## config.mk

```make
export PLATFORM = sky130hd
export DESIGN_NAME = text_periph_bridge
export DESIGN_NICKNAME = d
export VERILOG_FILES = /design/src/rtl/text_periph_bridge_pkg.sv /design/src/rtl/text_periph_bridge_fifo.sv /design/src/rtl/text_periph_bridge.sv
export SDC_FILE = /design/constraint.sdc
export NUM_CORES = 1
export LEC_CHECK = 0
export CORE_MARGIN = 4
export CORE_UTILIZATION = 44
export CTS_BUF_LIST = sky130_fd_sc_hd__clkbuf_8
export DETAILED_ROUTE_END_ITERATION = 8
export GPL_TIMING_DRIVEN = 0
export PLACE_DENSITY = 0.72
export SLEW_MARGIN = 20
export SYNTH_ARGS = -nofsm -noshare
export SYNTH_HDL_FRONTEND = slang
export SYNTH_SLANG_ARGS = --single-unit
```

## constraint.sdc

```tcl
create_clock -name i_cpu_clk -period 4 [get_ports i_cpu_clk]
set_input_delay 1 -clock i_cpu_clk [delete_from_list [all_inputs] [get_ports i_cpu_clk]]
set_output_delay 1 -clock i_cpu_clk [all_outputs]
set_load 0.01 [all_outputs]
```

## src/rtl/text_periph_bridge_pkg.sv

```systemverilog
// Shared constants and types for the memory-mapped text output peripheral:
// register offsets, STATUS/CTRL bit positions, default base address, FSM states.
package text_periph_bridge_pkg;

  localparam logic [31:0] TEXT_PERIPH_BASE = 32'h0000_FE00;

  localparam logic [1:0] REG_DATA   = 2'd0;
  localparam logic [1:0] REG_STATUS = 2'd1;
  localparam logic [1:0] REG_CTRL   = 2'd2;
  localparam logic [1:0] REG_RSVD   = 2'd3;

  localparam int STATUS_EMPTY_BIT = 0;
  localparam int STATUS_FULL_BIT  = 1;
  localparam int STATUS_OVF_BIT   = 2;
  localparam int STATUS_COUNT_LSB = 8;

  localparam int CTRL_EN_BIT     = 0;
  localparam int CTRL_IRQ_EN_BIT = 1;
  localparam int CTRL_FLUSH_BIT  = 2;

  typedef enum logic [1:0] {
    ST_IDLE   = 2'd0,
    ST_ACCESS = 2'd1,
    ST_STALL  = 2'd2
  } bridge_state_e;

  // Assemble the STATUS word; unused bits read as zero.
  function automatic logic [31:0] pack_status(input logic empty, input logic full,
                                              input logic ovf, input logic [7:0] count);
    logic [31:0] word;
    word = 32'h0000_0000;
    word[STATUS_EMPTY_BIT] = empty;
    word[STATUS_FULL_BIT]  = full;
    word[STATUS_OVF_BIT]   = ovf;
    word[STATUS_COUNT_LSB +: 8] = count;
    return word;
  endfunction

endpackage

```

## src/rtl/text_periph_bridge_fifo.sv

```systemverilog
// Byte FIFO with extra-MSB pointers (full vs. empty distinguished by wrap bit),
// synchronous flush that beats push, and a registered head with no fall-through.
module sync_fifo_8 #(
  parameter int DEPTH_LOG2 = 4
) (
  input  logic                  i_cpu_clk,
  input  logic                  i_rst,
  input  logic                  push,
  input  logic [7:0]            push_data,
  input  logic                  pop,
  input  logic                  flush,
  output logic [7:0]            head,
  output logic                  empty,
  output logic                  full,
  output logic                  empty_next,
  output logic [DEPTH_LOG2:0]   count
);

  localparam int DEPTH = 1 << DEPTH_LOG2;
  localparam logic [DEPTH_LOG2:0] FULL_XOR = {1'b1, {DEPTH_LOG2{1'b0}}};
  localparam logic [DEPTH_LOG2:0] PTR_ZERO = {(DEPTH_LOG2 + 1){1'b0}};

  logic [7:0]          mem_r [DEPTH];
  logic [DEPTH_LOG2:0] wr_ptr_r;
  logic [DEPTH_LOG2:0] rd_ptr_r;
  logic [DEPTH_LOG2:0] wr_next_s;
  logic [DEPTH_LOG2:0] rd_next_s;
  logic                do_push_s;
  logic                do_pop_s;
  logic                bypass_s;
  logic [7:0]          head_r;

  // Flags, accepted push/pop, next pointers and head-bypass select.
  always_comb begin
    empty     = (wr_ptr_r == rd_ptr_r);
    full      = ((wr_ptr_r ^ rd_ptr_r) == FULL_XOR);
    count     = wr_ptr_r - rd_ptr_r;
    do_pop_s  = pop & ~empty & ~flush;
    // A pop in the same cycle frees the slot a push into a full FIFO needs.
    do_push_s = push & (~full | do_pop_s) & ~flush;
    if (flush) begin
      wr_next_s = PTR_ZERO;
      rd_next_s = PTR_ZERO;
    end else begin
      wr_next_s = wr_ptr_r + {{DEPTH_LOG2{1'b0}}, do_push_s};
      rd_next_s = rd_ptr_r + {{DEPTH_LOG2{1'b0}}, do_pop_s};
    end
    empty_next = (wr_next_s == rd_next_s);
    // The byte being written lands exactly where the next head is read from.
    bypass_s   = do_push_s & (wr_ptr_r[DEPTH_LOG2-1:0] == rd_next_s[DEPTH_LOG2-1:0]);
  end

  // Pointer and registered-head update.
  always_ff @(posedge i_cpu_clk or posedge i_rst) begin
    if (i_rst) begin
      wr_ptr_r <= PTR_ZERO;
      rd_ptr_r <= PTR_ZERO;
      head_r   <= 8'h00;
    end else begin
      wr_ptr_r <= wr_next_s;
      rd_ptr_r <= rd_next_s;
      head_r   <= bypass_s ? push_data : mem_r[rd_next_s[DEPTH_LOG2-1:0]];
    end
  end

  // Storage write; contents need no reset since the pointers define validity.
  always_ff @(posedge i_cpu_clk) begin
    if (do_push_s) begin
      mem_r[wr_ptr_r[DEPTH_LOG2-1:0]] <= push_data;
    end
  end

  assign head = head_r;

endmodule

```

## src/rtl/text_periph_bridge.sv

```systemverilog
// Text output peripheral on the cpu bus: decodes a 16-byte register window,
// buffers written characters and streams them out over valid/ready.
module text_periph_bridge
  import text_periph_bridge_pkg::*;
#(
  parameter logic [31:0] BASE_ADDR       = TEXT_PERIPH_BASE,
  parameter int          FIFO_DEPTH_LOG2 = 4
) (
  input  logic        i_cpu_clk,
  input  logic        i_rst,
  input  logic        i_bus_clk,
  input  logic        i_bus_we,
  input  logic [31:0] i_bus_addr,
  input  logic [31:0] i_bus_data,
  output logic [31:0] o_bus_data,
  output logic        o_bus_data_ready,
  output logic        o_char_valid,
  output logic [7:0]  o_char,
  input  logic        i_char_ready,
  output logic        o_irq
);

  bridge_state_e state_r;
  logic          bus_prev_r;
  logic [1:0]    off_r;
  logic          we_r;
  logic [7:0]    wdata_r;
  logic          ctrl_en_r;
  logic          ctrl_irq_en_r;
  logic          flush_r;
  logic          ovf_r;
  logic [31:0]   bus_data_r;
  logic          bus_ready_r;
  logic          char_valid_r;
  logic          irq_r;

  logic                       req_s;
  logic                       hit_s;
  logic                       data_wr_s;
  logic                       ctrl_wr_s;
  logic                       ctrl_en_next_s;
  logic                       irq_en_next_s;
  logic                       fifo_push_s;
  logic                       fifo_pop_s;
  logic                       fifo_empty_s;
  logic                       fifo_full_s;
  logic                       fifo_empty_next_s;
  logic [FIFO_DEPTH_LOG2:0]   fifo_count_s;
  logic [7:0]                 fifo_head_s;
  logic [31:0]                status_s;

  sync_fifo_8 #(.DEPTH_LOG2(FIFO_DEPTH_LOG2)) u_fifo (
    .i_cpu_clk  (i_cpu_clk),
    .i_rst      (i_rst),
    .push       (fifo_push_s),
    .push_data  (wdata_r),
    .pop        (fifo_pop_s),
    .flush      (flush_r),
    .head       (fifo_head_s),
    .empty      (fifo_empty_s),
    .full       (fifo_full_s),
    .empty_next (fifo_empty_next_s),
    .count      (fifo_count_s)
  );

  // Strobe edge, address decode, FIFO handshakes and next-cycle CTRL view.
  always_comb begin
    req_s          = i_bus_clk & ~bus_prev_r;
    hit_s          = (i_bus_addr[31:4] == BASE_ADDR[31:4]);
    fifo_pop_s     = char_valid_r & i_char_ready;
    data_wr_s      = (state_r == ST_ACCESS) & we_r & (off_r == REG_DATA);
    ctrl_wr_s      = (state_r == ST_ACCESS) & we_r & (off_r == REG_CTRL);
    // A stalled write pushes only once the pop of an earlier cycle left room.
    fifo_push_s    = (data_wr_s & (~fifo_full_s | fifo_pop_s)) |
                     ((state_r == ST_STALL) & ~fifo_full_s);
    ctrl_en_next_s = ctrl_wr_s ? wdata_r[CTRL_EN_BIT] : ctrl_en_r;
    irq_en_next_s  = ctrl_wr_s ? wdata_r[CTRL_IRQ_EN_BIT] : ctrl_irq_en_r;
    status_s       = pack_status(fifo_empty_s, fifo_full_s, ovf_r, 8'(fifo_count_s));
  end

  // Bus FSM with registered bus, stream-valid and interrupt outputs.
  always_ff @(posedge i_cpu_clk or posedge i_rst) begin
    if (i_rst) begin
      state_r       <= ST_IDLE;
      bus_prev_r    <= 1'b0;
      off_r         <= 2'd0;
      we_r          <= 1'b0;
      wdata_r       <= 8'h00;
      ctrl_en_r     <= 1'b0;
      ctrl_irq_en_r <= 1'b0;
      flush_r       <= 1'b0;
      ovf_r         <= 1'b0;
      bus_data_r    <= 32'h0000_0000;
      bus_ready_r   <= 1'b0;
      char_valid_r  <= 1'b0;
      irq_r         <= 1'b0;
    end else begin
      bus_prev_r   <= i_bus_clk;
      bus_ready_r  <= 1'b0;
      flush_r      <= 1'b0;
      char_valid_r <= ~fifo_empty_next_s & ctrl_en_next_s;
      irq_r        <= fifo_empty_next_s & irq_en_next_s;
      case (state_r)
        ST_IDLE: begin
          if (req_s && hit_s) begin
            off_r   <= i_bus_addr[3:2];
            we_r    <= i_bus_we;
            wdata_r <= i_bus_data[7:0];
            state_r <= ST_ACCESS;
          end
        end
        ST_ACCESS: begin
          state_r     <= ST_IDLE;
          bus_ready_r <= 1'b1;
          if (we_r) begin
            case (off_r)
              REG_DATA: begin
                if (fifo_full_s && !fifo_pop_s) begin
                  if (ctrl_en_r) begin
                    // Draining is possible, so hold the cpu until room appears.
                    state_r     <= ST_STALL;
                    bus_ready_r <= 1'b0;
                  end else begin
                    ovf_r <= 1'b1;
                  end
                end
              end
              REG_STATUS: ovf_r <= 1'b0;
              REG_CTRL: begin
                ctrl_en_r     <= wdata_r[CTRL_EN_BIT];
                ctrl_irq_en_r <= wdata_r[CTRL_IRQ_EN_BIT];
                flush_r       <= wdata_r[CTRL_FLUSH_BIT];
              end
              REG_RSVD: begin
              end
              default: begin
              end
            endcase
          end else begin
            case (off_r)
              REG_STATUS: bus_data_r <= status_s;
              REG_CTRL:   bus_data_r <= {30'd0, ctrl_irq_en_r, ctrl_en_r};
              default:    bus_data_r <= 32'h0000_0000;
            endcase
          end
        end
        ST_STALL: begin
          if (!fifo_full_s) begin
            bus_ready_r <= 1'b1;
            state_r     <= ST_IDLE;
          end
        end
        default: state_r <= ST_IDLE;
      endcase
    end
  end

  assign o_bus_data       = bus_data_r;
  assign o_bus_data_ready = bus_ready_r;
  assign o_char_valid     = char_valid_r;
  assign o_char           = fifo_head_s;
  assign o_irq            = irq_r;

endmodule

```

==> implementation parameters, run 1 <==
Parameter                              Value

Drt
  Drt via density ... 5.563
  Overall routed net length ... 18,700 um
  DR DRC count ... 0
  DR iter-0 viols ... 492
  Total via count in the routed design ... 5,302
  Wire length per cell after detailed routing ... 19.62 um
  Antenna-violating nets left ... 0
  Drt first pass iters ... 5

Critical path
  Cell occurring most often along the worst timing path ... ha_1
  Worst reg2reg endpoint ... u_fifo.head[4]
  Worst path max stage delay ... 650 ps
  Crit path max fanout ... 10
  Cell with the biggest individual delay on the critical path ... a2111oi_0
  Worst R2R Path Depth ... 13
  Worst R2R Start ... u_fifo.wr_ptr_r[0]
  Req. time, crit path ... 4400 ps
  Largest delay contributor family on the critical path ... buffers and inverters
  Critical Setup Path Class ... flip-flop to flip-flop
  Cell chain of the critical path ... inv_1, ha_1, nand4_1, nor2_1, nor3_1, ha_1, ha_1, buf_2, buf_1, nor2_1, a2111oi_0, a211o_1, mux2_4
  Critical path arrival ... 4160 ps
  Worst setup EP type ... flip-flop
  Buf/Inv on CP ... 3
  Flop-to-flop setup slack ... 250 ps
  Critical path depth in cells ... 13
  Startpoint kind of the worst setup timing path ... flip-flop

Run status
  Run status ... finished clean

CTS
  Number of CTS-inserted buffers ... 17
  Clock sink count ... 175
  Maximum clock path buffer count ... 2
  Total number of H-tree levels ... 4
  Clock transition at the register clock pins on the worst setup and hold paths after CTS ... 90 ps
  Insertion delay to the later sink of the worst-skew pair ... 460 ps
  TritonCTS clock tree ... done
  Cell at the root of the clock tree ... clkbuf_8

Timing
  Worst clock skew ... 15.42 ps
  Setup total negative slack ... 0 ps
  Peak Freq ... 266.4 MHz
  Final setup fails ... 0
  Final count of pins violating max slew ... 0
  Hold Worst Slack ... 487.0 ps
  Hold violation count in the final report ... 0
  Final critical delay including setup and external delays ... 3753 ps
  Least setup slack across all paths after layout ... 246.6 ps
  Crit share post-route ... 93.84%
  Actual slew at the worst max-slew pin ... 829.5 ps
  Setup repair after global routing missed its margin ... false
  Worst-case headroom to the max-slew limit ... 44.70%

Floorplanning
  Die Ht ... 143.9 um
  Die area ... 20,700 um^2
  Effective utilization at floorplan ... 44.92%
  Row count ... 49
  Width of the chip ... 143.9 um
  Num ports ... 112
  Floorplan core area ... 18,090 um^2

Yosys
  Flops & latches, synth ... 175
  Mean instance size in the synthesized netlist ... 13.43 um^2
  Portion of netlist area occupied by mux cells ... 6.746%
  Number of different library cells in the post-synthesis netlist ... 60
  Synthesized netlist cell count ... 605
  Proportion of synthesized flip-flops having asynchronous set or reset ... 26.86%
  Synth top area share ... 47.31%
  Ranking of synthesized cells by area ... edfxtp_1 47%, dfrtp_1 14%, mux2i_1 4.1%
  Xor and xnor fraction of the mapped netlist area ... 2.156%
  Compound-cell area share of the yosys netlist ... 11.78%
  Adder-cell share of the synthesized area ... 2.403%
  Number of synthesis warnings ... 0
  Number of flops mapped to enable cells by yosys ... 128
  Most used DFF post-synth ... edfxtp_1
  Simple-gate share of the synthesized area ... 9.087%
  Main combinational cell family by area after synthesis ... compound AO/OA/AOI/OAI gates
  Sequential area share after synthesis ... 61.79%
  Summed instance area of the synthesized netlist ... 8124 um^2
  Cell type contributing the most total cell area after synthesis ... edfxtp_1

Layout
  Leading cell types in the layout, fill and taps excluded ... 128 x edfxtp_1, 61 x clkdlybuf4s50_1, 47 x dfrtp_1, 33 x mux2i_1
  Core utilization of the finished layout ... 53.40%
  Count of inserted antenna diode cells ... 0
  Final Cell Area ... 9658 um^2
  Commonest non-fill, non-tap cell in the layout ... edfxtp_1
  Layout area overhead ... 18.88%
  Post-Layout Cell Count ... 953
  # nets final ... 795
  Proportion of layout cells with a drive suffix above 1 ... 16.85%

Pwr
  Static power due to leakage ... 3.546 nW
  Maximum VDD drop ... 0.1852 mV
  Overall power of the completed layout ... 3.353 mW
  Power density over the cells ... 347.2 nW/um^2

Global route
  Sum of overflow across all layers after global routing ... 0
  Global routing usage summed across all routing layers ... 18.73%
  First-pass GRT wire length ... 29,100 um
  Pin count of the biggest net entering global routing ... 35
  Number of antenna violations at the first check in global routing ... 0
  Vias in the first global route ... 5,364

Min path
  Worst hold path type ... flip-flop to flip-flop
  End point of the most critical hold path ... o_bus_data[10]
  Startpoint of the lowest-slack hold path ... o_bus_data[10]
  Worst hold stages ... 2

Placement
  Final GP Congestion ... 0.8568
  Post-placement setup slack ... -191.0 ps
  Dpl cells ... 921
  DP Area ... 9165 um^2
  Detailed placer's ending HPWL ... 13,410 um
  Count of buffers inserted at the top-level ports ... 61

Run
  Number of maximum-capacitance constraint violations ... 0
## report_power, final
group | switching, mW | internal, mW | leakage [nW] | total [mW]
Sequential | 0.000157 | 1.93 | 1.81 | 1.93
Combinational | 0.0298 | 0.0537 | 1.51 | 0.0835
Clock | 0.601 | 0.743 | 0.231 | 1.34
## state kept, by name (all words and copies together), names as in the netlist
signal,flops
o_char_valid,1
off_r,2
state_r,2
ctrl_en_r,1
o_bus_data,8
bus_prev_r,1
we_r,1
o_irq,1
u_fifo.head,8
wdata_r,8
ovf_r,1
flush_r,1
o_bus_data_ready,1
u_fifo.rd_ptr_r,5
u_fifo.mem_r,128
u_fifo.wr_ptr_r,5
ctrl_irq_en_r,1
## kinds of logic (layout without fill, tap and decap cells)
group | Yosys count | after routing
flip-flops | 175 | 175
AND/OR/NAND/NOR | 139 | 139
AO/OA/AOI/OAI | 125 | 125
buffers and inverters | 80 | 176
multiplexers | 50 | 50
XOR/XNOR | 20 | 20
adder cells (fa/ha/maj) | 15 | 15
other | 1 | 24
## synth_stat cells (2+ instances only)
cell,number
buf_2,10
o21ai_0,19
o22a_1,32
mux2i_1,33
edfxtp_1,128
nor2b_1,28
nand2b_1,7
o21ai_1,5
nor3_1,14
a2111oi_0,8
mux2_2,6
xor2_1,9
mux2_4,7
and2_1,2
nand4_1,6
o22ai_1,8
xnor2_1,11
clkbuf_1,8
a22o_1,3
a211o_1,7
nand3_1,11
nor2_1,32
buf_6,5
nand2_1,20
buf_4,32
ha_1,14
a21oi_1,20
nor2_2,3
a32oi_4,2
inv_1,21
buf_1,2
nor4_1,7
a21o_1,2
a221oi_1,8
dfrtp_1,47
mux2_1,4
## how the worst max path moves through the flow
| stage | from | to | slack (ps) |
|---|---|---|---|
| floorplan | u_fifo.rd_ptr_r[2] | u_fifo.head[6] | 940 |
| global placement | i_char_ready | u_fifo.head[0] | 40 |
| detailed placement | i_char_ready | u_fifo.head[0] | -190 |
| CTS | flush_r | u_fifo.head[0] | 60 |
| global route | u_fifo.wr_ptr_r[0] | u_fifo.head[4] | 120 |
| finish | u_fifo.wr_ptr_r[0] | u_fifo.head[4] | 250 |
## final cells by class
class / count / area [um^2]
multi-input combinational: 373 / 2773
inverter: 22 / 82.58
tap: 229 / 286.5
sequential: 175 / 5020
timing repair buffer: 64 / 640.6
clock buffer: 21 / 289.0
fill: 1506 / 8428
buffer: 58 / 405.4
clock inverter: 11 / 161.4
## routing by layer
layer	wire (um)	vias up	global-route usage [%]
li1	-	2419	-
met1	8028	2640	24.87
met2	9205	219	31.41
met3	1132	24	2.762
met4	335	0	6.739
met5	0	-	0
## timing repair
action | 4_1_cts | 5_1_grt
endpoints found under the setup margin | 0 | 2
resized for setup | 0 | 3
hold buffers | 0 | 0
setup buffers | 0 | 0
## worst register-to-register path, delay by kind of cell (launching register included)
family                     cells  cell delay, ps
buffers and inverters          3             890
adders and majority gates      3             870
AOI/OAI and AO/OA              2             840
DFF                            1             490
and+or+nand+nor                4             480
muxes                          1             130
No activity file was read; power rests on OpenSTA's default activity.
==> run 2, diff against run 1 <==
- CTS_BUF_LIST: sky130_fd_sc_hd__clkbuf_8 -> default
==> run 2 against run 1 <==
First-iteration DRC count shrank 7.1%. Hold slack lost 5.2 ps. Worst setup slack gained 85 ps. Clock power grew 32%. Sequential share of layout area shrank 1.0 points. Die area is the same.
==> implementation parameters, run 2 (same netlist as run 1, synthesis figures left out) <==
Parameter                              Value

Pwr
  Static power due to leakage ... 3.625 nW (was 3.546 nW)
  Maximum VDD drop ... 0.3400 mV (was 0.1852 mV)
  Power density over the cells ... 384.3 nW/um^2 (was 347.2 nW/um^2)

Layout
  Commonest non-fill, non-tap cell in the layout ... edfxtp_1 (unchanged)
  Number of flip-flops in the largest register ... 128 (unchanged)
  FILL cells ... 1,455 (was 1,506)
  Layout area overhead ... 21.24% (was 18.88%)
  Multi-input logic area ... 2773 um^2 (unchanged)
  # nets final ... 795 (unchanged)
  Leading cell types in the layout, fill and taps excluded ... 128 x edfxtp_1, 61 x clkdlybuf4s50_1, 47 x dfrtp_1, 33 x mux2i_1 (unchanged)
  Sequential Area ... 5020 um^2 (unchanged)
  Count of inserted antenna diode cells ... 0 (unchanged)
  Proportion of layout cells with a drive suffix above 1 ... 16.85% (unchanged)
  Final Cell Area ... 9849 um^2 (was 9658 um^2)

Placement
  Post-placement setup slack ... -191.0 ps (unchanged)
  Final GP Congestion ... 0.8568 (unchanged)
  DP Area ... 9165 um^2 (unchanged)
  Detailed placer's ending HPWL ... 13,410 um (unchanged)
  Count of buffers inserted at the top-level ports ... 61 (unchanged)

CTS
  Clock transition at the register clock pins on the worst setup and hold paths after CTS ... 60 ps (was 90 ps)
  TritonCTS clock tree ... done (unchanged)
  Cell at the root of the clock tree ... clkbuf_16 (was clkbuf_8)
  Hold Buf Count CTS ... 0 (unchanged)
  Insertion delay to the later sink of the worst-skew pair ... 430 ps (was 460 ps)
  Maximum clock path buffer count ... 2 (unchanged)
  Clock sink count ... 175 (unchanged)
  Number of CTS-inserted buffers ... 17 (unchanged)
  Total number of H-tree levels ... 4 (unchanged)

Critical path
  Req. time, crit path ... 4320 ps (was 4400 ps)
  Critical Setup Path Class ... flip-flop to flip-flop (unchanged)
  Worst path max stage delay ... 470 ps (was 650 ps)
  Cell chain of the critical path ... inv_1, ha_1, nand4_1, nor2_1, nor3_1, ha_1, ha_1, buf_2, nor2b_1, buf_2, buf_2, a221oi_1, a211o_1, mux2_4 (was inv_1, ha_1, nand4_1, nor2_1, nor3_1, ha_1, ha_1, buf_2, buf_1, nor2_1, a2111oi_0, a211o_1, mux2_4)
  Largest delay contributor family on the critical path ... buffers and inverters (unchanged)
  Startpoint kind of the worst setup timing path ... flip-flop (unchanged)
  Cell with the biggest individual delay on the critical path ... dfrtp_1 (was a2111oi_0)
  Buf/Inv on CP ... 4 (was 3)
  Critical path arrival ... 3990 ps (was 4160 ps)
  Crit path max fanout ... 10 (unchanged)
  Worst setup EP type ... flip-flop (unchanged)

Timing
  Final count of pins violating max slew ... 0 (unchanged)
  Actual slew at the worst max-slew pin ... 855.3 ps (was 829.5 ps)
  Final critical delay including setup and external delays ... 3669 ps (was 3753 ps)
  Least setup slack across all paths after layout ... 331.4 ps (was 246.6 ps)
  Final setup fails ... 0 (unchanged)
  Setup repair after global routing missed its margin ... false (unchanged)
  Peak Freq ... 272.6 MHz (was 266.4 MHz)
  Hold violation count in the final report ... 0 (unchanged)
  Worst clock skew ... 8.875 ps (was 15.42 ps)
  Worst-case headroom to the max-slew limit ... 42.98% (was 44.70%)
  Crit share post-route ... 91.71% (was 93.84%)

Drt
  DR DRC count ... 0 (unchanged)
  Antenna-violating nets left ... 0 (unchanged)
  Drt via density ... 5.619 (was 5.563)
  Total via count in the routed design ... 5,355 (was 5,302)
  Overall routed net length ... 19,040 um (was 18,700 um)
  Wire length per cell after detailed routing ... 19.97 um (was 19.62 um)
  DR iter-0 viols ... 457 (was 492)
  Drt first pass iters ... 5 (unchanged)

Floorplanning
  Num ports ... 112 (unchanged)
  Floorplan core area ... 18,090 um^2 (unchanged)
  Die area ... 20,700 um^2 (unchanged)
  Row count ... 49 (unchanged)
  Effective utilization at floorplan ... 44.92% (unchanged)
  Width of the chip ... 143.9 um (unchanged)
  Die Ht ... 143.9 um (unchanged)

Global route
  Pin count of the biggest net entering global routing ... 35 (unchanged)
  Number of antenna violations at the first check in global routing ... 0 (unchanged)
  First-pass GRT wire length ... 29,750 um (was 29,100 um)
  Vias in the first global route ... 5,418 (was 5,364)
  Global routing usage summed across all routing layers ... 19.33% (was 18.73%)
  Sum of overflow across all layers after global routing ... 0 (unchanged)

Run
  Number of maximum-capacitance constraint violations ... 0 (unchanged)

Run status
  Run status ... finished clean (unchanged)

Min path
  Worst hold path type ... flip-flop to flip-flop (unchanged)
-- run 2: changes by cell type in the layout (fill, tap and decap cells not counted) --
cell,previous run,this run
clkbuf_8,21,4
clkbuf_16,0,17
inv_1,22,20
clkbuf_1,7,9
-- run 2: worst paths after layout --
kind / startpoint / endpoint / slack, ps / cells past startpoint
hold reg to reg: o_bus_data[10] / o_bus_data[10] / 480 / 2
setup / recovery: u_fifo.wr_ptr_r[0] / u_fifo.head[1] / 330 / 14
hold / removal: o_bus_data[10] / o_bus_data[10] / 480 / 2
min in group asynchronous: i_rst / wdata_r[5] / 850 / 2
setup reg to reg: u_fifo.wr_ptr_r[0] / u_fifo.head[1] / 330 / 14
max in group asynchronous: i_rst / u_fifo.head[5] / 2650 / 3
-- run 2: final cells by class --
type                       instances  area share (%)
inverter                          22          0.8384
sequential                       175           50.97
clock buffer                      23           4.954
multi-input combinational        373           28.15
timing repair buffer              64           6.504
tap                              229           2.909
buffer                            58           4.116
clock inverter                     9           1.563
-- run 2: timing repair --
action / 4_1_cts / 5_1_grt
setup buffers: 0 / 0
setup endpoints to repair: 0 / 2
resized for setup: 0 / 3
-- run 2: metrics by stage --
step	utilization, %	cells	hold slack, ps	total power, mW	setup TNS, ps
2_1_floorplan	-	628	474.0	2.002	0
3_3_place_gp	50.36	918	466.0	2.045	0
3_5_place_dp	50.67	921	474.0	2.049	-191.0
4_1_cts	54.22	953	487.8	3.800	0
5_1_grt	54.46	953	501.9	3.886	0
6_report	54.46	953	481.8	3.785	0
-- run 2: power by group --
part	internal (mW)	switching, mW	leakage [nW]
Combinational	0.0537	0.0298	1.51
Clock	1.11	0.662	0.310
Sequential	1.93	0.000157	1.81
-- run 2: tightest hold or removal path, cell delays in order, from the launching register on --
cell and delay, ps:
dfrtp_1 340, nand2_1 40, o21ai_0 60
-- run 2: routing by layer --
layer  vias up  track usage [%]  part of all wire (%)
met5         -                0                     0
met4         0            6.888                   2.4
met3        35            3.927                   6.4
met2       227            32.07                    49
met1      2668            25.30                    42
li1       2425                -                     -
==> run 3, diff against run 2 <==
- SETUP_SLACK_MARGIN: default -> 0.1
==> results of run 3 <==
The final DEF is identical to that of run 2; final timing and power are the same.
Main changes from that run: number of gates resized after CTS 0 -> 1
